<file path="src/rtl/quad_gen.sv">
// Quadrature pulse generator: emits N Gray-coded A/B cycles per command,
// tracking a wrapping 8-bit net position and supporting early abort.
module quad_gen #(
  parameter int PHASE_CYCLES = 16,
  parameter int STEP_WIDTH   = 8
) (
  input  logic                  clk,
  input  logic                  reset,
  input  logic                  cmd_valid,
  output logic                  cmd_ready,
  input  logic                  cmd_dir,
  input  logic [STEP_WIDTH-1:0] cmd_steps,
  input  logic                  cmd_abort,
  output logic                  a,
  output logic                  b,
  output logic                  busy,
  output logic                  done,
  output logic                  step_pulse,
  output logic [7:0]            position,
  output logic [1:0]            dbg_state_o
);

  // cmd handshake: a command transfers on a rising edge where cmd_valid and
  // cmd_ready are both high; cmd_ready is high only in IDLE, no queueing.
  typedef enum logic [1:0] {
    S_IDLE = 2'd0,
    S_RUN  = 2'd1,
    S_DONE = 2'd2
  } state_t;

  localparam logic [15:0]           PH_LAST  = 16'(PHASE_CYCLES - 1);
  localparam logic [STEP_WIDTH-1:0] ONE_STEP = STEP_WIDTH'(1);

  state_t                state_q, state_d;
  logic [1:0]            ab_q, ab_d;
  logic [15:0]           phase_cnt_q, phase_cnt_d;
  logic [1:0]            quarter_q, quarter_d;
  logic [STEP_WIDTH-1:0] remain_q, remain_d;
  logic                  dir_q, dir_d;
  logic                  abort_q, abort_d;
  logic [7:0]            pos_q, pos_d;
  logic                  pulse_q, pulse_d;

  // Quarter 3 is always 00; forward has A leading B, reverse has B leading A.
  function automatic logic [1:0] phase_ab(input logic dir, input logic [1:0] qtr);
    logic [1:0] val;
    val = 2'b00;
    case (qtr)
      2'd0: val = dir ? 2'b10 : 2'b01;
      2'd1: val = 2'b11;
      2'd2: val = dir ? 2'b01 : 2'b10;
      default: val = 2'b00;
    endcase
    return val;
  endfunction

  always_comb begin
    state_d     = state_q;
    ab_d        = ab_q;
    phase_cnt_d = phase_cnt_q;
    quarter_d   = quarter_q;
    remain_d    = remain_q;
    dir_d       = dir_q;
    abort_d     = abort_q;
    pos_d       = pos_q;
    pulse_d     = 1'b0;
    case (state_q)
      S_IDLE: begin
        if (cmd_valid) begin
          dir_d       = cmd_dir;
          remain_d    = cmd_steps;
          abort_d     = 1'b0;
          phase_cnt_d = 16'd0;
          quarter_d   = 2'd0;
          if (cmd_steps == '0) begin
            state_d = S_DONE;
            ab_d    = 2'b00;
          end else begin
            state_d = S_RUN;
            ab_d    = phase_ab(cmd_dir, 2'd0);
          end
        end
      end
      S_RUN: begin
        if (cmd_abort) abort_d = 1'b1;
        if (phase_cnt_q == PH_LAST) begin
          phase_cnt_d = 16'd0;
          if (quarter_q == 2'd3) begin
            // End of the 00 phase: the step is complete and gets counted.
            remain_d  = remain_q - ONE_STEP;
            pos_d     = dir_q ? pos_q + 8'd1 : pos_q - 8'd1;
            pulse_d   = 1'b1;
            quarter_d = 2'd0;
            if (remain_q == ONE_STEP || abort_q || cmd_abort) begin
              state_d = S_DONE;
              ab_d    = 2'b00;
            end else begin
              ab_d = phase_ab(dir_q, 2'd0);
            end
          end else begin
            quarter_d = quarter_q + 2'd1;
            ab_d      = phase_ab(dir_q, quarter_q + 2'd1);
          end
        end else begin
          phase_cnt_d = phase_cnt_q + 16'd1;
        end
      end
      S_DONE: begin
        state_d = S_IDLE;
        ab_d    = 2'b00;
      end
      default: begin
        state_d = S_IDLE;
        ab_d    = 2'b00;
      end
    endcase
  end

  always_ff @(posedge clk) begin
    if (reset) begin
      state_q     <= S_IDLE;
      ab_q        <= 2'b00;
      phase_cnt_q <= 16'd0;
      quarter_q   <= 2'd0;
      remain_q    <= '0;
      dir_q       <= 1'b0;
      abort_q     <= 1'b0;
      pos_q       <= 8'd0;
      pulse_q     <= 1'b0;
    end else begin
      state_q     <= state_d;
      ab_q        <= ab_d;
      phase_cnt_q <= phase_cnt_d;
      quarter_q   <= quarter_d;
      remain_q    <= remain_d;
      dir_q       <= dir_d;
      abort_q     <= abort_d;
      pos_q       <= pos_d;
      pulse_q     <= pulse_d;
    end
  end

  assign a           = ab_q[1];
  assign b           = ab_q[0];
  assign cmd_ready   = (state_q == S_IDLE);
  assign busy        = (state_q != S_IDLE);
  assign done        = (state_q == S_DONE);
  assign step_pulse  = pulse_q;
  assign position    = pos_q;
  assign dbg_state_o = state_q;

endmodule

</file>
<file path="config.mk">
export PLATFORM = sky130hd
export DESIGN_NAME = quad_gen
export DESIGN_NICKNAME = d
export VERILOG_FILES = /design/src/rtl/quad_gen.sv
export SDC_FILE = /design/constraint.sdc
export NUM_CORES = 1
export LEC_CHECK = 0
export ABC_CLOCK_PERIOD_IN_PS = 4900
export CORE_ASPECT_RATIO = 0.8
export CORE_UTILIZATION = 47
export DETAILED_ROUTE_END_ITERATION = 10
export PLACE_DENSITY = 0.72
export SKIP_LAST_GASP = 1
export SLEW_MARGIN = 30
export SYNTH_ARGS = -nofsm -noshare
export SYNTH_HDL_FRONTEND = slang
export SYNTH_SLANG_ARGS = --single-unit
</file>
<file path="constraint.sdc">
create_clock -name clk -period 4.9 [get_ports clk]
set_clock_uncertainty 0.2 [all_clocks]
set_input_delay 0.49 -clock clk [delete_from_list [all_inputs] [get_ports clk]]
set_output_delay 0.49 -clock clk [all_outputs]
set_load 0.05 [all_outputs]
</file>
Word-level counts from Yosys, hierarchy flattened --
Index checks and enable logic that the tools add are counted.
Storage, ports and cells: register bits after elaboration 41, bits in latches 0, RAM bits 0, ROM bits 0, bits of input ports 13, output and inout port bits 16, word-level logic and storage cells 76, memories kept 0
Cells by class: $add $sub $neg 5, multiply operators 0, divide/modulo/power cells 0, $lt $le $gt $ge 0, equal/unequal tests 12, shift-type cells 0, multiplexer cells 32, bitwise operators 2, reductions and logical operators 16
Operators with widths (count):
- $mux W16 | 2
- $mux W2 | 16
- $mux W8 | 4
- $pmux W16 S2 | 1
- $add A16 B1 Y16 const B | 1
- $eq A16 B4 Y1 const B | 1
- $pmux W8 S2 | 1
- $sub A8 B1 Y8 const B | 2
- $pmux W2 S2 | 3
- $ne A2 B2 Y1 const B | 5
- $reduce_and A3 Y1 | 3
- $add A8 B1 Y8 const B | 1
- $eq A8 B1 Y1 const B | 1
- $logic_not A8 Y1 | 1
- $reduce_and A4 Y1 | 2
- $eq A2 B2 Y1 const B | 3
- $pmux W2 S3 | 1
- $reduce_and A2 Y1 | 3
- $eq A2 B1 Y1 const B | 2
- $logic_not A2 Y1 | 2
- $reduce_bool A2 Y1 | 2
- $mux W1 | 3
- $reduce_or A3 Y1 | 1
- $add A2 B1 Y2 const B | 1
- 3 further kinds | 5

Longest topological paths before layout --
Gate-level depths: netlist of run 1.
word-level depth 7, gate-level depth with buffers 8

Worst setup path before layout of run 1 --
Ideal clock, no wire load.
path type flip-flop to flip-flop, start point reg state_q[1] (netlist: dbg_state_o[1]), end point reg ab_q[1], arrival 2.556 ns, required time 4.608 ns, slack 2.052 ns, cell stages (with the launch flop) 7, buffers on the path 1, period minus slack after synthesis 2.848 ns, cells stage by stage dfxtp_1 -> clkbuf_1 -> nor2_1 -> inv_1 -> a21oi_1 -> a22oi_1 -> o32ai_1
On the way: word-level cells in the longest chain between the ends 3, elaborated cells on any way between the ends 6, classes of those cells eq/ne: 3; mux: 1; reduce/logical: 2
Ends and longest elaborated chain:
- from (decl) | RTL line 34 | state_t state_q, state_d;
- from (signal assigned) | RTL line 131 | state_q <= state_d;
- $logic_not A2 Y1 *
- via cmd_ready | RTL line 10 | output logic cmd_ready,
- $ne A2 B2 Y1 (no source line)
- $reduce_and A2 Y1 (no source line)
- to (signal assigned) | RTL line 122 | ab_q <= 2'b00;
- to (signal assigned) | RTL line 132 | ab_q <= ab_d;
- to (decl) | RTL line 35 | logic [1:0] ab_q, ab_d;
The timed path passes the listed nets; every way through them passes the cells marked *. A chain may end at the register's enable or synchronous reset.

Worst setup path in the final report of run 1 --
start point reg state_q[1] (netlist: dbg_state_o[1]), end point out busy
On the way: word-level cells in the longest chain between the ends 1
Ends and longest elaborated chain:
- $reduce_bool A2 Y1 | RTL line 146 | assign busy = (state_q != S_IDLE);
- to (decl) | RTL line 16 | output logic busy,
Every way passes these cells.

==> results of run 1 <==
## routing by layer
layer	vias up	global-route usage, %	wire length (um)
met5	-	0	0
met4	0	6.568	53
met2	87	30.08	2629
li1	1217	-	-
met1	1127	34.09	3300
met3	7	3.981	387
## kinds of logic after synthesis
| group | after synthesis | share of synthesized area (%) |
|---|---|---|
| AOI/OAI and AO/OA | 99 | 26.55 |
| xor gates and xnor gates | 4 | 1.369 |
| adders and majority gates | 15 | 7.628 |
| buffers and inverters | 26 | 5.085 |
| DFF | 41 | 32.08 |
| muxes | 2 | 0.8313 |
| and+or+nand+nor | 124 | 26.45 |
## synthesized netlist by cell type, drive strengths merged, types with 2 or more instances
cell type / n
a211oi: 8
xor2: 2
o21ai: 21
a31oi: 4
nand2: 29
nor3: 10
or2: 4
a21oi: 30
a41oi: 2
and3: 5
a32oi: 3
o32ai: 4
clkbuf: 6
ha: 14
nand2b: 2
nand4: 4
a22oi: 3
o311a: 3
nor4: 10
nand3: 7
a311oi: 6
buf: 10
and4: 4
or4: 3
nand4b: 2
nor2b: 5
a21o: 5
or3: 3
o21bai: 2
inv: 10
xnor2: 2
dfxtp: 41
nor2: 29
o211ai: 3
and2: 3
## through the flow
| step | power (mW) | cells |
|---|---|---|
| CTS | 0.7850 | 394 |
| floorplan | 0.5227 | 311 |
| global placement | 0.5745 | 388 |
| global route | 0.8197 | 394 |
| finish | 0.7865 | 394 |
| detailed placement | 0.5777 | 388 |
## flip-flops by register name (all words and copies together) (netlist names)
register,count
ab_q,2
phase_cnt_q,16
step_pulse,1
quarter_q,2
dir_q,1
remain_q,8
abort_q,1
position,8
dbg_state_o,2
## layout make-up
type / count / share of cell area, %
inverter: 10 / 1.284
multi-input combinational: 244 / 55.09
timing repair buffer: 31 / 10.36
sequential: 41 / 28.08
tap: 62 / 2.654
clock inverter: 1 / 0.1712
clock buffer: 5 / 2.354
## power groups by stage
stage	sequential (mW)	combinational [mW]	clock (mW)
floorplan	0.381	0.141	0
global placement	0.373	0.202	0
detailed placement	0.373	0.205	0
CTS	0.366	0.206	0.214
global route	0.369	0.226	0.225
finish	0.366	0.207	0.213
## how the worst min path moves through the flow
stage               slack [ns]        start           to  depth (start not counted)
floorplan                 0.26      abort_q      abort_q                          2
global placement          0.26  position[2]  position[2]                          2
detailed placement        0.27  position[3]  position[3]                          2
CTS                       0.28  position[3]  position[3]                          2
global route              0.29  position[3]  position[3]                          2
finish                    0.28  position[5]  position[5]                          2
## worst min-delay path: stages (launching register included)
cell and delay (ns):
dfxtp_1 0.33, nand2_1 0.06, a21oi_1 0.05
==> impl_metrics.csv, run 1 <==
group,metric,value,unit
route,drt_iter0_drc,222,
finish,layout_common_cells,"dfxtp_1 (41), a21oi_1 (30), nand2_1 (29)",
clocking,cts_num_sinks,41,
power,leakagePower,1.060,nW
timing,setup_slack,2.277,ns
setup_path,cp-end-kind,"primary output",
floorplanning,coreArea,0.005122,sq mm
yosys,ys_seq_elements,41,
clocking,cts_resized,0,
floorplanning,die_h,68.00,um
timing,hold_ws,0.2774,ns
floorplanning,core.rowCount,23,
setup_path,critPathBufInv,2,
yosys,netlist.area_leader.share,32.08,%
floorplanning,die_area,0.005745,sq mm
finish,fillers,467,
timing,hold_viol,0,
setup_path,cpPeakStageDelay,0.83,ns
timing,final_max_slew_viol_count,0,
yosys,ys_types,60,
route,vias,2438,
timing,setup_tns,0,ns
setup_path,cp-startpoint,"dbg_state_o[1]",
route,drc,2,
clocking,cts_root_buffer,"clkbuf_8",
yosys,ys_top_cells_by_area,"dfxtp_1 (32%), ha_1 (6.8%), a21oi_1 (5.9%)",
yosys,synthesis.area,0.002559,sq mm
finish,antenna_cells,0,
floorplanning,start_util,49.95,%
floorplanning,ios,29,
finish,areaGrowthSynthToFinish,14.23,%
power,p_sw_share,33.92,%
finish,nNetsFinal,361,
route,wl,6369,um
yosys,synth_ff_type,"dfxtp_1",
clocking,insertion_delay,0.30,ns
placement,dpl_cell_area,0.002846,sq mm
clocking,clk_path_buf_depth,2,
power,p_sw,0.2668,mW
clocking,numCtsBuffers,5,
route,wl_per_cell,16.16,um
timing,setup_viol_count_final,0,
setup_path,cp_top_family,"buffers and inverters",
timing,rsz0062_at_grt,"no",
timing,clock.fmax,381.2,MHz
timing,min_period_over_period,53.54,%
clocking,path_clk_slew,0.08,ns
timing,tightest_slew,0.8090,ns
yosys,synth_top_area_cell,"dfxtp_1",
yosys,synth-edff-count,0,
route,dr.pass1.iters,8,
worst_hold_path,hold_path_class,"flop to flop",
setup_path,r2r-start,"dir_q",
yosys,yosysWarnings,0,
setup_path,timing.rr.end,"position[7]",
setup_path,worstPathRequired,4.21,ns
finish,final_area,0.002923,sq mm
setup_path,crit_arrival,1.93,ns
placement,dp_slack,1.808,ns
run,max_cap_violations,0,
setup_path,cp-start-kind,"flop",
route,via_per_inst,6.188,
global_route,grt_overflow,0,
power,p_seq_share,46.6,%
global_route,grt_pass1_vias,1960,
placement,gp_congestion,0.8236,
finish,drive_gt1_share,6.627,%
yosys,synth.avg_cell_area,8.227,sq um
global_route,grt_max_degree,29,
power,power_frac_clock,27.0,%
setup_path,cp.depth,3,
placement,hpwl,4494,um
timing,max_slew_margin,45.90,%
yosys,synthArstFlopShare,0,%
setup_path,rr_worst_depth,7,
global_route,grt_pass1_wl,9853,um
setup_path,crit_chain,"nor2_1, inv_1, clkdlybuf4s50_1",
power,powerDensity,269.1,mW/mm^2
setup_path,slowest_stage,"clkdlybuf4s50_1",
finish,multi_input_area,0.001610,sq mm
clocking,cts_hold_buf,0,
setup_path,r2r_slack,2.29,ns
clocking,post_cts_buffers,0,
power,p_int,0.5198,mW
run_status,status,"finished, violations left",
setup_path,worstPathMaxFanout,11,
finish,register_area,820.8,sq um
power,peakVddDrop,166.6,uV
floorplanning,die_w,84.49,um
finish,fin_util,57.06,%
route,drtAntennaViolNets,0,
clocking,cts_tree,"yes",
run_status,violations,"DRC",
timing,period_minus_slack,2.623,ns
global_route,antenna_found_initial,0,
global_route,track_usage,21.94,%
power,p_comb_share,26.4,%
placement,portBuffers,28,
finish,final_common_cell,"dfxtp_1",
setup_path,critPathKind,"flop to primary output",
setup_path,crit_path_end,"busy",
yosys,seq_area_frac_synth,32.08,%
yosys,synth_nets,339,
yosys,syn_inst,311,
clocking,ctsHtreeMaxLevel,2,
No activity file was read; power rests on OpenSTA's default activity.
==> run 2: changes to the inputs <==
--- a/config.mk
+++ b/config.mk
@@ -5,11 +5,11 @@
 export SDC_FILE = /design/constraint.sdc
 export NUM_CORES = 1
 export LEC_CHECK = 0
-export ABC_CLOCK_PERIOD_IN_PS = 4900
+export ABC_CLOCK_PERIOD_IN_PS = 2300
 export CORE_ASPECT_RATIO = 0.8
 export CORE_UTILIZATION = 47
 export DETAILED_ROUTE_END_ITERATION = 10
-export PLACE_DENSITY = 0.72
+export PLACE_DENSITY = 0.74
 export SKIP_LAST_GASP = 1
 export SLEW_MARGIN = 30
 export SYNTH_ARGS = -nofsm -noshare
==> constraint.sdc (replaced) <==
create_clock -name clk -period 2.3 [get_ports clk]
set_clock_uncertainty 0.2 [all_clocks]
set_input_delay 0.23 -clock clk [delete_from_list [all_inputs] [get_ports clk]]
set_output_delay 0.23 -clock clk [all_outputs]
set_load 0.05 [all_outputs]
==> run 2 against run 1 <==
  * The run still ends with DRC left
  * Clock power is 120% higher
  * Critical path depth is 3 higher
  * Final area is 6.7% higher
  * Core utilization is 3.8 points higher
  * Count of clock-buffer cells in the layout is 3 higher
==> impl_metrics.csv, run 2 (synthesized netlist as in run 1, its figures left out) <==
group,metric,value,unit
run_status,status,"finished, violations left",
run_status,violations,"DRC",
setup_path,worstPathMaxFanout,6,
finish,nNetsFinal,380,
worst_hold_path,min_from,"position[3]",
global_route,antenna_found_initial,0,
finish,areaGrowthSynthToFinish,21.86,%
clocking,ctsHtreeMaxLevel,2,
route,drt_iter0_drc,180,
floorplanning,die_w,84.49,um
finish,layout_common_cells,"dfxtp_1 (38), a21oi_1 (30), nand2_1 (29)",
setup_path,cp-start-kind,"flop",
timing,tightest_slew,0.5052,ns
placement,portBuffers,28,
finish,fillers,466,
clocking,cts_tree,"yes",
floorplanning,die_h,68.00,um
finish,regMostFlops,"phase_cnt_q",
route,dr.pass1.iters,9,
setup_path,worstPathRequired,2.28,ns
route,wl_per_cell,15.78,um
finish,drive_gt1_share,14.45,%
clocking,insertion_delay,0.30,ns
finish,register_area,824.5,sq um
timing,final_max_slew_viol_count,0,
route,vias,2485,
timing,hold_viol,0,
setup_path,cp-end-kind,"flop",
clocking,cts_root_buffer,"clkbuf_8",
finish,largest_reg_flops,16,
finish,finalNonFillerCells,415,
timing,setup_tns,0,ns
power,powerDensity,550.6,mW/mm^2
finish,multi_input_area,0.001645,sq mm
clocking,cts_hold_buf,0,
finish,final_area,0.003118,sq mm
timing,max_slew_margin,66.22,%
timing,rsz0062_at_grt,"no",
finish,antenna_cells,0,
placement,gp_congestion,0.8422,
floorplanning,coreArea,0.005122,sq mm
floorplanning,ios,29,
placement,dp.cells,406,
floorplanning,die_area,0.005745,sq mm
setup_path,critPathKind,"flop to flop",
finish,final_common_cell,"dfxtp_1",
run,max_cap_violations,0,
timing,min_period_over_period,94.79,%
global_route,grt_overflow,0,
placement,hpwl,4719,um
timing,setup_viol_count_final,0,
clocking,cts_num_sinks,41,
worst_hold_path,hold_path_class,"flop to flop",
route,drc,1,
route,drtAntennaViolNets,0,
power,leakagePower,1.170,nW
route,wl,6548,um
floorplanning,core.rowCount,23,
global_route,grt_max_degree,25,
setup_path,r2r-start,"phase_cnt_q[0]",
setup_path,crit_arrival,2.17,ns
clocking,clk_path_buf_depth,2,
power,peakVddDrop,316.0,uV
floorplanning,start_util,49.95,%
global_route,track_usage,23.55,%
clocking,path_clk_slew,0.08,ns
global_route,grt_pass1_wl,10560,um
setup_path,cp-startpoint,"phase_cnt_q[0]",
timing,clock.fmax,458.7,MHz
timing,hold_ws,0.2784,ns
global_route,grt_pass1_vias,2102,
clocking,numCtsBuffers,5,
timing,period_minus_slack,2.180,ns
route,via_per_inst,5.988,
finish,fin_util,60.87,%
placement,dpl_cell_area,0.002998,sq mm
run 2: cell count changes in the layout (fill, tap and decap cells not counted), moves of 3 or more:
cell and change:
dfxtp_1 -3, clkbuf_1 +3, buf_4 +20, dfxtp_2 +3
run 2: area by class of cell:
type	count	area share, %
clock buffer	8	2.568
inverter	10	1.204
multi-input combinational	244	52.77
tap	62	2.488
sequential	41	26.44
timing repair buffer	50	14.53
run 2: worst paths after layout:
path                 endpoint  slack [ns]  depth (start not counted)
hold / removal    position[3]        0.28                          2
setup / recovery  position[7]        0.12                          6
setup reg to reg  position[7]        0.12                          6
hold reg to reg   position[3]        0.28                          2
run 2: metal layers:
metal / wire length, um / GRT usage (%) / up-vias / share of wire [%]
met5: 0 / 0 / - / 0
met1: 3265 / 35.77 / 1153 / 50
met3: 457 / 4.222 / 8 / 7.0
li1: - / - / 1249 / -
met4: 64 / 6.568 / 0 / 0.98
met2: 2760 / 33.64 / 75 / 42
run 2: critical path, cell delays in order (launching register included):
cell and delay [ns]:
dfxtp_2 0.34, ha_2 0.19, and3_4 0.21, nand4_1 0.21, or3_1 0.42, mux2i_1 0.16, mux2_1 0.33
run 2: power by group:
group | internal, mW | leakage, nW | switching (mW)
clock | 0.216 | 0.0395 | 0.248
combinational | 0.185 | 0.797 | 0.288
sequential | 0.744 | 0.334 | 0.0361
run 2: repair_timing:
item | CTS | global route
setup buffers | 0 | 1
resized for setup | 0 | 10
endpoints found under the setup margin | 0 | 3
run 2: through the flow:
step | power, mW | setup WS [ns]
3_3_place_gp | 1.251 | 0.1358
3_5_place_dp | 1.258 | 0.06209
6_report | 1.717 | 0.1199
2_1_floorplan | 1.117 | 0.05348
5_1_grt | 1.809 | 0.005076
4_1_cts | 1.722 | 0.05286
